<file path="config.mk">
export PLATFORM = sky130hd
export DESIGN_NAME = mux_stream_collector
export DESIGN_NICKNAME = d
export VERILOG_FILES = /design/src/rtl/mux_stream_collector.sv
export SDC_FILE = /design/constraint.sdc
export NUM_CORES = 1
export LEC_CHECK = 0
export BUFFER_PORTS_ARGS = -buffer_cell sky130_fd_sc_hd__buf_4
export CELL_PAD_IN_SITES_DETAIL_PLACEMENT = 1
export CELL_PAD_IN_SITES_GLOBAL_PLACEMENT = 1
export CORE_MARGIN = 5
export CORE_UTILIZATION = 40
export DETAILED_ROUTE_END_ITERATION = 8
export PLACE_DENSITY = 0.77
export SLEW_MARGIN = 40
export SYNTH_ARGS = -nofsm -noshare
export SYNTH_HDL_FRONTEND = slang
export SYNTH_SLANG_ARGS = --single-unit
</file>
<file path="constraint.sdc">
create_clock -name clk -period 1.8 [get_ports clk]
set_input_delay 0.09 -clock clk [delete_from_list [all_inputs] [get_ports clk]]
set_output_delay 0.09 -clock clk [all_outputs]
set_load 0.03 [all_outputs]
</file>
<file path="src/rtl/mux_stream_collector.sv">
// rtl/mux_stream_collector.sv - serial-to-parallel word collector with output FIFO
module mux_stream_collector #(
    parameter int WIDTH = 8,
    parameter int DEPTH = 4
) (
    input  logic                     clk,
    input  logic                     rst_n,
    input  logic                     bit_in,
    input  logic                     bit_valid,
    input  logic                     clear,
    output logic [WIDTH-1:0]         word_out,
    output logic                     word_valid,
    input  logic                     word_ready,
    output logic [$clog2(DEPTH):0]   fill,
    output logic [$clog2(WIDTH):0]   bit_cnt,
    output logic                     overflow
);

    localparam int CNT_W  = $clog2(WIDTH) + 1;
    localparam int FILL_W = $clog2(DEPTH) + 1;
    localparam int PTR_W  = $clog2(DEPTH);

    localparam logic [CNT_W-1:0]  LAST_BIT  = CNT_W'(WIDTH - 1);
    localparam logic [FILL_W-1:0] FULL_FILL = FILL_W'(DEPTH);

    // Collector state: partially assembled word, LSB-first
    logic [WIDTH-1:0] shift_reg;
    logic [WIDTH-1:0] shift_next;
    logic             word_done;

    // FIFO storage and bookkeeping
    logic [WIDTH-1:0]  mem [DEPTH];
    logic [PTR_W-1:0]  rd_ptr;
    logic [PTR_W-1:0]  wr_ptr;
    logic [FILL_W-1:0] fill_next;
    logic              full;
    logic              pop;
    logic              push;
    logic              drop;

    // Insert the incoming bit at the current position; the completed word is shift_next
    always_comb begin
        shift_next = shift_reg;
        for (int i = 0; i < WIDTH; i++) begin
            if (bit_cnt == CNT_W'(i)) begin
                shift_next[i] = bit_in;
            end
        end
        word_done = bit_valid && (bit_cnt == LAST_BIT);
    end

    // Push/pop decisions; a full FIFO still accepts a word when the head leaves on the same edge
    always_comb begin
        full      = (fill == FULL_FILL);
        pop       = word_valid && word_ready;
        push      = word_done && (!full || pop);
        drop      = word_done && full && !pop;
        fill_next = fill;
        if (push && !pop) begin
            fill_next = fill + 1'b1;
        end else if (pop && !push) begin
            fill_next = fill - 1'b1;
        end
    end

    // Bit collector: position counter and shift register
    always_ff @(posedge clk or negedge rst_n) begin
        if (!rst_n) begin
            shift_reg <= '0;
            bit_cnt   <= '0;
        end else if (clear) begin
            shift_reg <= '0;
            bit_cnt   <= '0;
        end else if (bit_valid) begin
            if (word_done) begin
                shift_reg <= '0;
                bit_cnt   <= '0;
            end else begin
                shift_reg <= shift_next;
                bit_cnt   <= bit_cnt + 1'b1;
            end
        end
    end

    // FIFO storage; entries are zeroed on flush so the head reads 0 afterwards
    always_ff @(posedge clk or negedge rst_n) begin
        if (!rst_n) begin
            for (int i = 0; i < DEPTH; i++) begin
                mem[i] <= '0;
            end
        end else if (clear) begin
            for (int i = 0; i < DEPTH; i++) begin
                mem[i] <= '0;
            end
        end else if (push) begin
            mem[wr_ptr] <= shift_next;
        end
    end

    // FIFO pointers, occupancy and registered valid flag
    always_ff @(posedge clk or negedge rst_n) begin
        if (!rst_n) begin
            rd_ptr     <= '0;
            wr_ptr     <= '0;
            fill       <= '0;
            word_valid <= 1'b0;
        end else if (clear) begin
            rd_ptr     <= '0;
            wr_ptr     <= '0;
            fill       <= '0;
            word_valid <= 1'b0;
        end else begin
            if (push) begin
                wr_ptr <= wr_ptr + 1'b1;
            end
            if (pop) begin
                rd_ptr <= rd_ptr + 1'b1;
            end
            fill       <= fill_next;
            word_valid <= (fill_next != '0);
        end
    end

    // Sticky overflow flag, cleared only by reset or flush
    always_ff @(posedge clk or negedge rst_n) begin
        if (!rst_n) begin
            overflow <= 1'b0;
        end else if (clear) begin
            overflow <= 1'b0;
        end else if (drop) begin
            overflow <= 1'b1;
        end
    end

    // Head of the FIFO; only registered state feeds this, never word_ready
    always_comb begin
        word_out = mem[rd_ptr];
    end

endmodule

</file>
Word level (Yosys, flattened, before mapping). Cells that the tools add are included. Widths: inputs -> output; s select.

Register bits after elaboration: 53. Bits of input ports: 6. Output and inout bits: 17. Logic and storage cells: 79.

Add/subtract/negate cells: 5. Order comparisons: 3. Equality and inequality tests: 8. Mux-type cells: 32. Bitwise operators: 2. Reduce and logical (&&, ||, !) cells: 18.

Operators by type and width (count): $mux 32 (2); $mux 8 (6); $bwmux 32 (1); $bmux 8 s2 (1); $demux 8 s2 (1); $eq 4x3->1 const B (4); $mux 4 (3); $mux 1 (11); $mux 3 (3); $eq 4x2->1 const B (2); $logic_and 1x1->1 (8); $mux 2 (4); $reduce_bool 2->1 (4); $ge 3x3->1 const B (2); $not 2->3 (2); $add 2x1->2 const B (2); $add 4x1->4 const B (1); $eq 4x1->1 const B (1); $logic_not 4->1 (1); $add 3x1->3 const B (1); $eq 3x3->1 const B (1); $logic_not 1->1 (3); $lt 3x1->1 const B (1); $reduce_bool 3->1 (1); other kinds (2) (2).

Longest topological paths before layout. Gate-level depths: netlist (run 1).

Depth after elaboration: 10. Depth in mapped cells: 8. Gate-level depth less buffers: 7.

Worst setup path after synthesis (run 1). OpenSTA, ideal clock, no wires.

Kind: register to register. Start: register bit_cnt[0]. End: register mem[29] in the netlist's numbering. Library setup time: 0.094 ns. Data arrival time: 1.881 ns. Required time: 1.706 ns. Path slack: -0.175 ns. Stages on the path, launching flop included: 9. Path buffers: 2. Period minus slack after synthesis: 1.975 ns. Path through: dfrtp_1 ha_1 nand4b_4 a31oi_4 and2_1 buf_6 buf_6 nor2_1 a211oi_1.

Cells in the longest elaborated chain, start to end: 5. Elaborated cells between the ends (all ways): 9. Classes of those cells: 2 x eq/ne; 4 x mux; 3 x reduce/logical.

RTL lines: from (decl) (RTL line 15) `output logic [$clog2(WIDTH):0] bit_cnt,`; from (signal assigned) (RTL line 80) `bit_cnt <= bit_cnt + 1'b1;`; $eq 4x3->1 (RTL line 45) `if (bit_cnt == CNT_W'(i)) begin`; $mux 1 (RTL line 45); $bwmux 32 (RTL line 96) `mem[wr_ptr] <= shift_next;`; $mux 32 (RTL line 95) `end else if (push) begin`; $mux 32 (RTL line 91) `end else if (clear) begin`; to (signal, indexed assignment) (RTL line 96); to (decl) (RTL line 32) `logic [WIDTH-1:0] mem [DEPTH];`.

Parallel ways exist; a longest one is shown, timed or not. The select of a mux whose other input is x is not followed. A chain may end at the register's enable or synchronous reset.

Worst setup path after layout (run 1).
Start: register bit_cnt[0]. End: register mem[8] in the netlist's numbering.

Cells in the longest elaborated chain, start to end: 5. Elaborated cells between the ends (all ways): 9. Classes of those cells: 1 x eq/ne; 4 x mux; 4 x reduce/logical.

RTL lines (RTL line): $logic_not 4->1 (45); $mux 1 (45); $bwmux 32 (96); $mux 32 (95); $mux 32 (91).

Parallel ways exist; a longest one is shown, timed or not. The select of a mux whose other input is x is not followed.

==> out/qor.yml, run 1 <==
r2r-end: "mem[8]"
htree_levels: 2
syn_nets: 274
rsz0062_at_grt: "yes"
vdd_ir_drop_max_mv: 0.337
period_needed_ns: 1.73
cts_buffers: 5
cts_tree: "done"
crit_slowest_cell: "dfrtp_2"
drtAntennaViolNets: 0
cp_slowest_stage_delay_ns: 0.44
synth_top_cell_by_area: "dfrtp_1"
clock-skew-final_ns: 0.00981
crit_required_ns: 1.96
crit_fanout: 4
fp.dieH_um: 93.1
yosysMostFrequentCell: "nor2_1"
status: "finished clean"
grt_pass1_vias: 2058
detail_route.wl_per_cell_um: 17.1
power.leakage_nw: 1.45
root_buffer: "clkbuf_8"
synth_warnings: 0
dieArea_um2: 8670
syn_avg_cell_area_um2: 10.8
hold_viol_final: 0
grt_use_total_pct: 15.5
arrival_ns: 1.89
hold_depth: 3
design_area_um2: 3290
pre_cts_slack_ns: -0.0388
dr.pass1.iters: 4
slew_headroom_pct: 53.3
path_clk_slew_ns: 0.10
synth_commonest_cells: "nor2_1 (57), dfrtp_1 (53), a211oi_1 (32)"
synth-seq-cells: 53
vias_per_cell: 5.41
slew_violations: 0
timing.hold.ws_ns: 0.125
ys.flop_type: "dfrtp_1"
clock_latency_ns: 0.31
cp_num_buf_inv: 3
fill_cells: 750
r2r_start: "bit_cnt[0]"
power.total_mw: 2.65
hp-class: "primary input to register"
grt_start_max_net_pins: 54
drt_first_iter_violations: 85
start_util_pct: 40.9
yosysSeqAreaShare_pct: 48.0
power.density_nw_per_um2: 804
synthTopCellsByArea: "dfrtp_1 (48%), a211oi_1 (8.7%), nor2_1 (7.7%)"
largest_reg_flops: 32
clock-sinks: 53
die_w_um: 93.1
cp_top_family: "flip-flops"
ioPinCount: 23
synthArstFlopShare_pct: 100
via_count: 2003
cap_violations: 0
clock.fmax_mhz: 578
synth.distinct_cells: 34
drive_gt1_share_pct: 28.6
clk_path_buf_depth: 2
rows: 30
synth_edf_count: 0
rr_worst_depth: 7
io_buffers: 22
gr-total-overflow: 0
yosys.area.top_type_share_pct: 48.0
crit_start: "bit_cnt[0]"
place_inst: 353
dp_hpwl_mm: 4.40
reg2reg_setup_slack_ns: 0.07
worstMarginPinSlew_ns: 0.701
grt_pass1_wl_mm: 10.6
syn2layout_area_growth_pct: 19.1
drc_errors: 0
gp_congestion: 0.731
hold_path_startpoint: "bit_valid"
placed_area_um2: 3070
fin_cells: 370
antenna_found_initial: 0
path_class: "register to register"
cp-start-kind: "register"
syn_inst: 257
period_share_pct: 96.1
min_to: "bit_cnt[0]"
crit_path_cell_trace: "buf_4 > inv_1 > ha_1 > nor3b_4 > mux2i_1 > buf_4 > a211oi_1"
postRouteWirelength_mm: 6.33
worst_slack_ns: 0.0696
crit_top_cell: "buf_4"
nNetsFinal: 306
cp-end-kind: "register"
finalSetupViolCount: 0
antenna_cells: 0
netlist_area_um2: 2760
core-area_um2: 6760
[cell families (layout without fill, tap and decap cells)]
family	after synthesis	after routing	synth area share, %
AND/OR/NAND/NOR	88	88	15.3
flip-flops	53	53	48.0
AO/OA/AOI/OAI	50	50	13.0
buffers and inverters	31	64	6.65
XOR/XNOR	6	6	1.90
multiplexers	18	18	10.1
adder cells (fa/ha/maj)	11	11	4.98
[what timing repair did]
action,in CTS,in global routing
endpoints found under the setup margin,7,32
hold buffers,1,0
endpoints found under the hold margin,53,0
gates resized for setup,1,14
setup buffers,5,3
pin swaps,0,2
[worst reg2reg max path: stages, from the launching register on]
cell	delay, ns
dfrtp_2	0.44
buf_4	0.15
inv_1	0.07
ha_1	0.18
nor3b_4	0.20
mux2i_1	0.29
buf_4	0.19
a211oi_1	0.07
[power breakdown]
part | total (mW) | switching, mW | internal, mW
clock network | 0.702 | 0.424 | 0.278
logic | 0.634 | 0.380 | 0.254
registers | 1.31 | 0.0637 | 1.25
[how the worst max path moves through the flow]
stage / end / slack [ns] / cells past startpoint
after floorplan: mem[29] / 0.03 / 8
after global placement: word_valid / 0.12 / 5
after detailed placement: mem[18] / -0.04 / 7
after CTS: mem[16] / 0.007 / 7
after global routing: mem[8] / -0.03 / 7
final: mem[8] / 0.07 / 7
[metal layers]
layer  GRT usage [%]  share of wire (%)  vias up
met5               0                  0        -
met4            4.03                1.1        0
met3            2.65                2.2        5
met2            25.2                 49       18
met1            21.4                 48     1018
li1                -                  -      962
[layout by cell type (no fill, tap or decap), drive strengths merged, types with 4 or more instances in the layout]
master,netlist,final
nor2,57,57
dfrtp,53,53
buf,12,46
a211oi,32,32
a21oi,11,11
ha,11,11
mux2i,10,10
inv,9,10
mux4,8,8
nand2,7,7
clkbuf,10,5
and2,5,5
nor3b,5,5
xnor2,4,4
nand3b,4,4
[final cells by class]
| cell class | instances | area, µm² | share of cell area, % |
|---|---|---|---|
| sequential | 53 | 1330 | 40.5 |
| multi-input combinational | 173 | 1330 | 40.4 |
| timing repair buffer | 47 | 405 | 12.3 |
| tap | 80 | 100 | 3.04 |
| clock buffer | 5 | 68.8 | 2.09 |
| inverter | 9 | 33.8 | 1.03 |
| clock inverter | 3 | 21.3 | 0.646 |
[through the flow]
step	utilization (%)	TNS, ns
finish	48.7	0
global placement	45.4	0
global route	48.7	-0.149
floorplan	-	0
CTS	47.5	0
detailed placement	45.4	-0.0657
Note: power is estimated with default switching activity, not from simulation.
==> run 2, diff against run 1 <==
--- a/config.mk
+++ b/config.mk
@@ -9,9 +9,9 @@
 export CELL_PAD_IN_SITES_DETAIL_PLACEMENT = 1
 export CELL_PAD_IN_SITES_GLOBAL_PLACEMENT = 1
 export CORE_MARGIN = 5
-export CORE_UTILIZATION = 40
+export CORE_UTILIZATION = 30
 export DETAILED_ROUTE_END_ITERATION = 8
-export PLACE_DENSITY = 0.77
+export PLACE_DENSITY = 0.62
 export SLEW_MARGIN = 40
 export SYNTH_ARGS = -nofsm -noshare
 export SYNTH_HDL_FRONTEND = slang
==> out/qor.yml, run 2 (synthesis gave the netlist of run 1 again) <==
status: "finished clean"
grt_start_max_net_pins: 54  # unchanged
drc_errors: 0  # unchanged
ioPinCount: 23  # unchanged
grt_use_total_pct: 12.1  # -3.3 points
core-area_um2: 9110  # +35%
path_clk_slew_ns: 0.09  # about the same
via_count: 1992  # -0.55%
hold_path_startpoint: "bit_valid"
syn2layout_area_growth_pct: 22.4
crit_required_ns: 2.02  # +0.06 ns
grt_use_met1_pct: 16.2  # -5.2 points
postRouteWirelength_mm: 6.64  # +4.8%
power_frac_clock_pct: 24.6  # -1.9 points
clock_latency_ns: 0.30  # about the same
grt_pass1_vias: 2120  # +3.0%
drive_gt1_share_pct: 32.6  # +4.0 points
hold_viol_final: 0  # unchanged
htree_levels: 2  # unchanged
power.total_mw: 2.61  # -1.3%
drtAntennaViolNets: 0  # unchanged
slew_headroom_pct: 52.7  # -0.58 points
grt_most_used_layer: "met2"
r2r_start: "bit_cnt[1]"
power.leakage_nw: 1.47  # +0.72%
hp-class: "primary input to register"
period_share_pct: 96.3  # +0.18 points
cp.depth: 7  # unchanged
dieArea_um2: 11200  # +30%
rsz0062_at_grt: "yes"
period_needed_ns: 1.73  # +0.00324 ns
rr_worst_depth: 7  # unchanged
cp_slowest_stage_delay_ns: 0.44  # about the same
min_to: "bit_cnt[0]"
dp_hpwl_mm: 4.36  # -1.0%
slew_violations: 0  # unchanged
worst_slack_ns: 0.0663  # -0.00324 ns
grt_use_met2_pct: 20.0  # -5.2 points
fp.dieH_um: 106  # +14%
antenna_cells: 0  # unchanged
start_util_pct: 30.3  # -11 points
arrival_ns: 1.95  # +0.06 ns
clock-skew-final_ns: 0.00372  # -0.00610 ns
path_class: "register to register"
finalSetupViolCount: 0  # unchanged
fill_cells: 1027  # +37%
clock-sinks: 53  # unchanged
seqPwrFrac_pct: 50.4  # +0.9 points
clock.fmax_mhz: 577  # -0.19%
largest_reg_flops: 32  # unchanged
switching_share_pct: 32.0  # -0.85 points
cp-end-kind: "register"
nNetsFinal: 305  # -0.33%
crit_slowest_cell: "dfrtp_2"
root_buffer: "clkbuf_8"
gr-total-overflow: 0  # unchanged
hold_depth: 3  # unchanged
p_int_mw: 1.78  # about the same
p_sw_mw: 0.834  # -3.9%
cp_top_family: "compound AO/OA/AOI/OAI gates"
final_cell_mix: "nor2_1 (53), dfrtp_1 (49), buf_4 (39)"
pre_cts_slack_ns: -0.0128  # +0.0260 ns
power.density_nw_per_um2: 772  # -4.0%
reg2reg_setup_slack_ns: 0.07  # about the same
io_buffers: 22  # unchanged
crit_path_cell_trace: "ha_4 > nand4b_4 > a31oi_4 > and2_4 > buf_12 > nor2_1 > a211oi_1"
fin_util_pct: 37.1  # -12 points
r2r-end: "mem[15]"
dr.pass1.iters: 4  # unchanged
clk_path_buf_depth: 2  # unchanged
die_w_um: 106  # +14%
grt_pass1_wl_mm: 11.0  # +3.8%
antenna_found_initial: 0  # unchanged
rows: 35  # +17%
gr-usage-met3_pct: 2.55  # -0.10 points
cts_tree: "done"
worstMarginPinSlew_ns: 0.710  # +0.00873 ns
cp_num_buf_inv: 1  # -2
vias_per_cell: 4.99  # -7.8%
design_area_um2: 3380  # +2.8%
cts_buffers: 5  # unchanged
cap_violations: 0  # unchanged
vdd_ir_drop_max_mv: 0.500  # +48%
p_comb_share_pct: 25.0  # +1.0 points
cp-start-kind: "register"
final_common_cell: "nor2_1"
placed_area_um2: 3100  # +1.0%
drt_first_iter_violations: 25  # -71%
crit_fanout: 16  # +12
detail_route.wl_per_cell_um: 16.6  # -2.8%
gp_congestion: 0.713  # -2.5%
## run 2: cell count changes in the layout (fill, tap and decap cells not counted), sizes merged
| cell | previous run | this run |
|---|---|---|
| clkbuf | 5 | 7 |
| clkinvlp | 1 | 0 |
| inv | 10 | 9 |
| buf | 46 | 44 |
## run 2: worst max-delay path by stage
stage | to | startpoint
after floorplan | mem[29] | bit_cnt[0]
after global placement | mem[8] | bit_cnt[0]
after detailed placement | mem[25] | bit_cnt[0]
after CTS | shift_reg[0] | bit_cnt[1]
after global routing | mem[12] | bit_cnt[1]
final | mem[15] | bit_cnt[1]
## run 2: routing by layer
layer	share of wire, %	vias up
met1	49	1002
met4	1.0	0
li1	-	955
met3	2.4	7
met5	0	-
met2	48	28
## run 2: metrics by stage
stage	setup TNS, ns	hold slack, ns	instances
after global placement	0	0.192	383
after global routing	-1.04	0.131	399
after CTS	0	0.125	393
final	0	0.124	399
after floorplan	0	-0.206	257
after detailed placement	-0.0138	0.190	383
## run 2: worst reg2reg max path, stage by stage, from the launching register on
cell and delay (ns):
dfrtp_2 0.44, ha_4 0.20, nand4b_4 0.16, a31oi_4 0.26, and2_4 0.20, buf_12 0.15, nor2_1 0.06, a211oi_1 0.20
## run 2: power by group through the flow
stage	Combinational, mW	Clock [mW]	Sequential [mW]
after floorplan	0.349	0	1.39
after global placement	0.604	0	1.34
after detailed placement	0.616	0	1.34
after CTS	0.627	0.681	1.32
after global routing	0.722	0.740	1.33
final	0.652	0.643	1.32
## run 2: final cells by class
type                            count  area (µm²)  share of cell area, %
Clock inverter                      1        5.00                  0.148
Timing Repair Buffer               46         419                   12.4
Multi-Input combinational cell    173        1380                   40.8
Inverter                            9        33.8                  0.999
Clock buffer                        6        72.6                   2.15
Tap cell                          111         139                   4.11
Sequential cell                    53        1330                   39.4
## run 2: timing repair
item,4_1_cts,5_1_grt
setup buffers,2,5
cloned,0,1
setup endpoints to repair,5,43
hold buffers,1,0
endpoints found under the hold margin,53,0
pin swaps,0,19
resized for setup,0,29
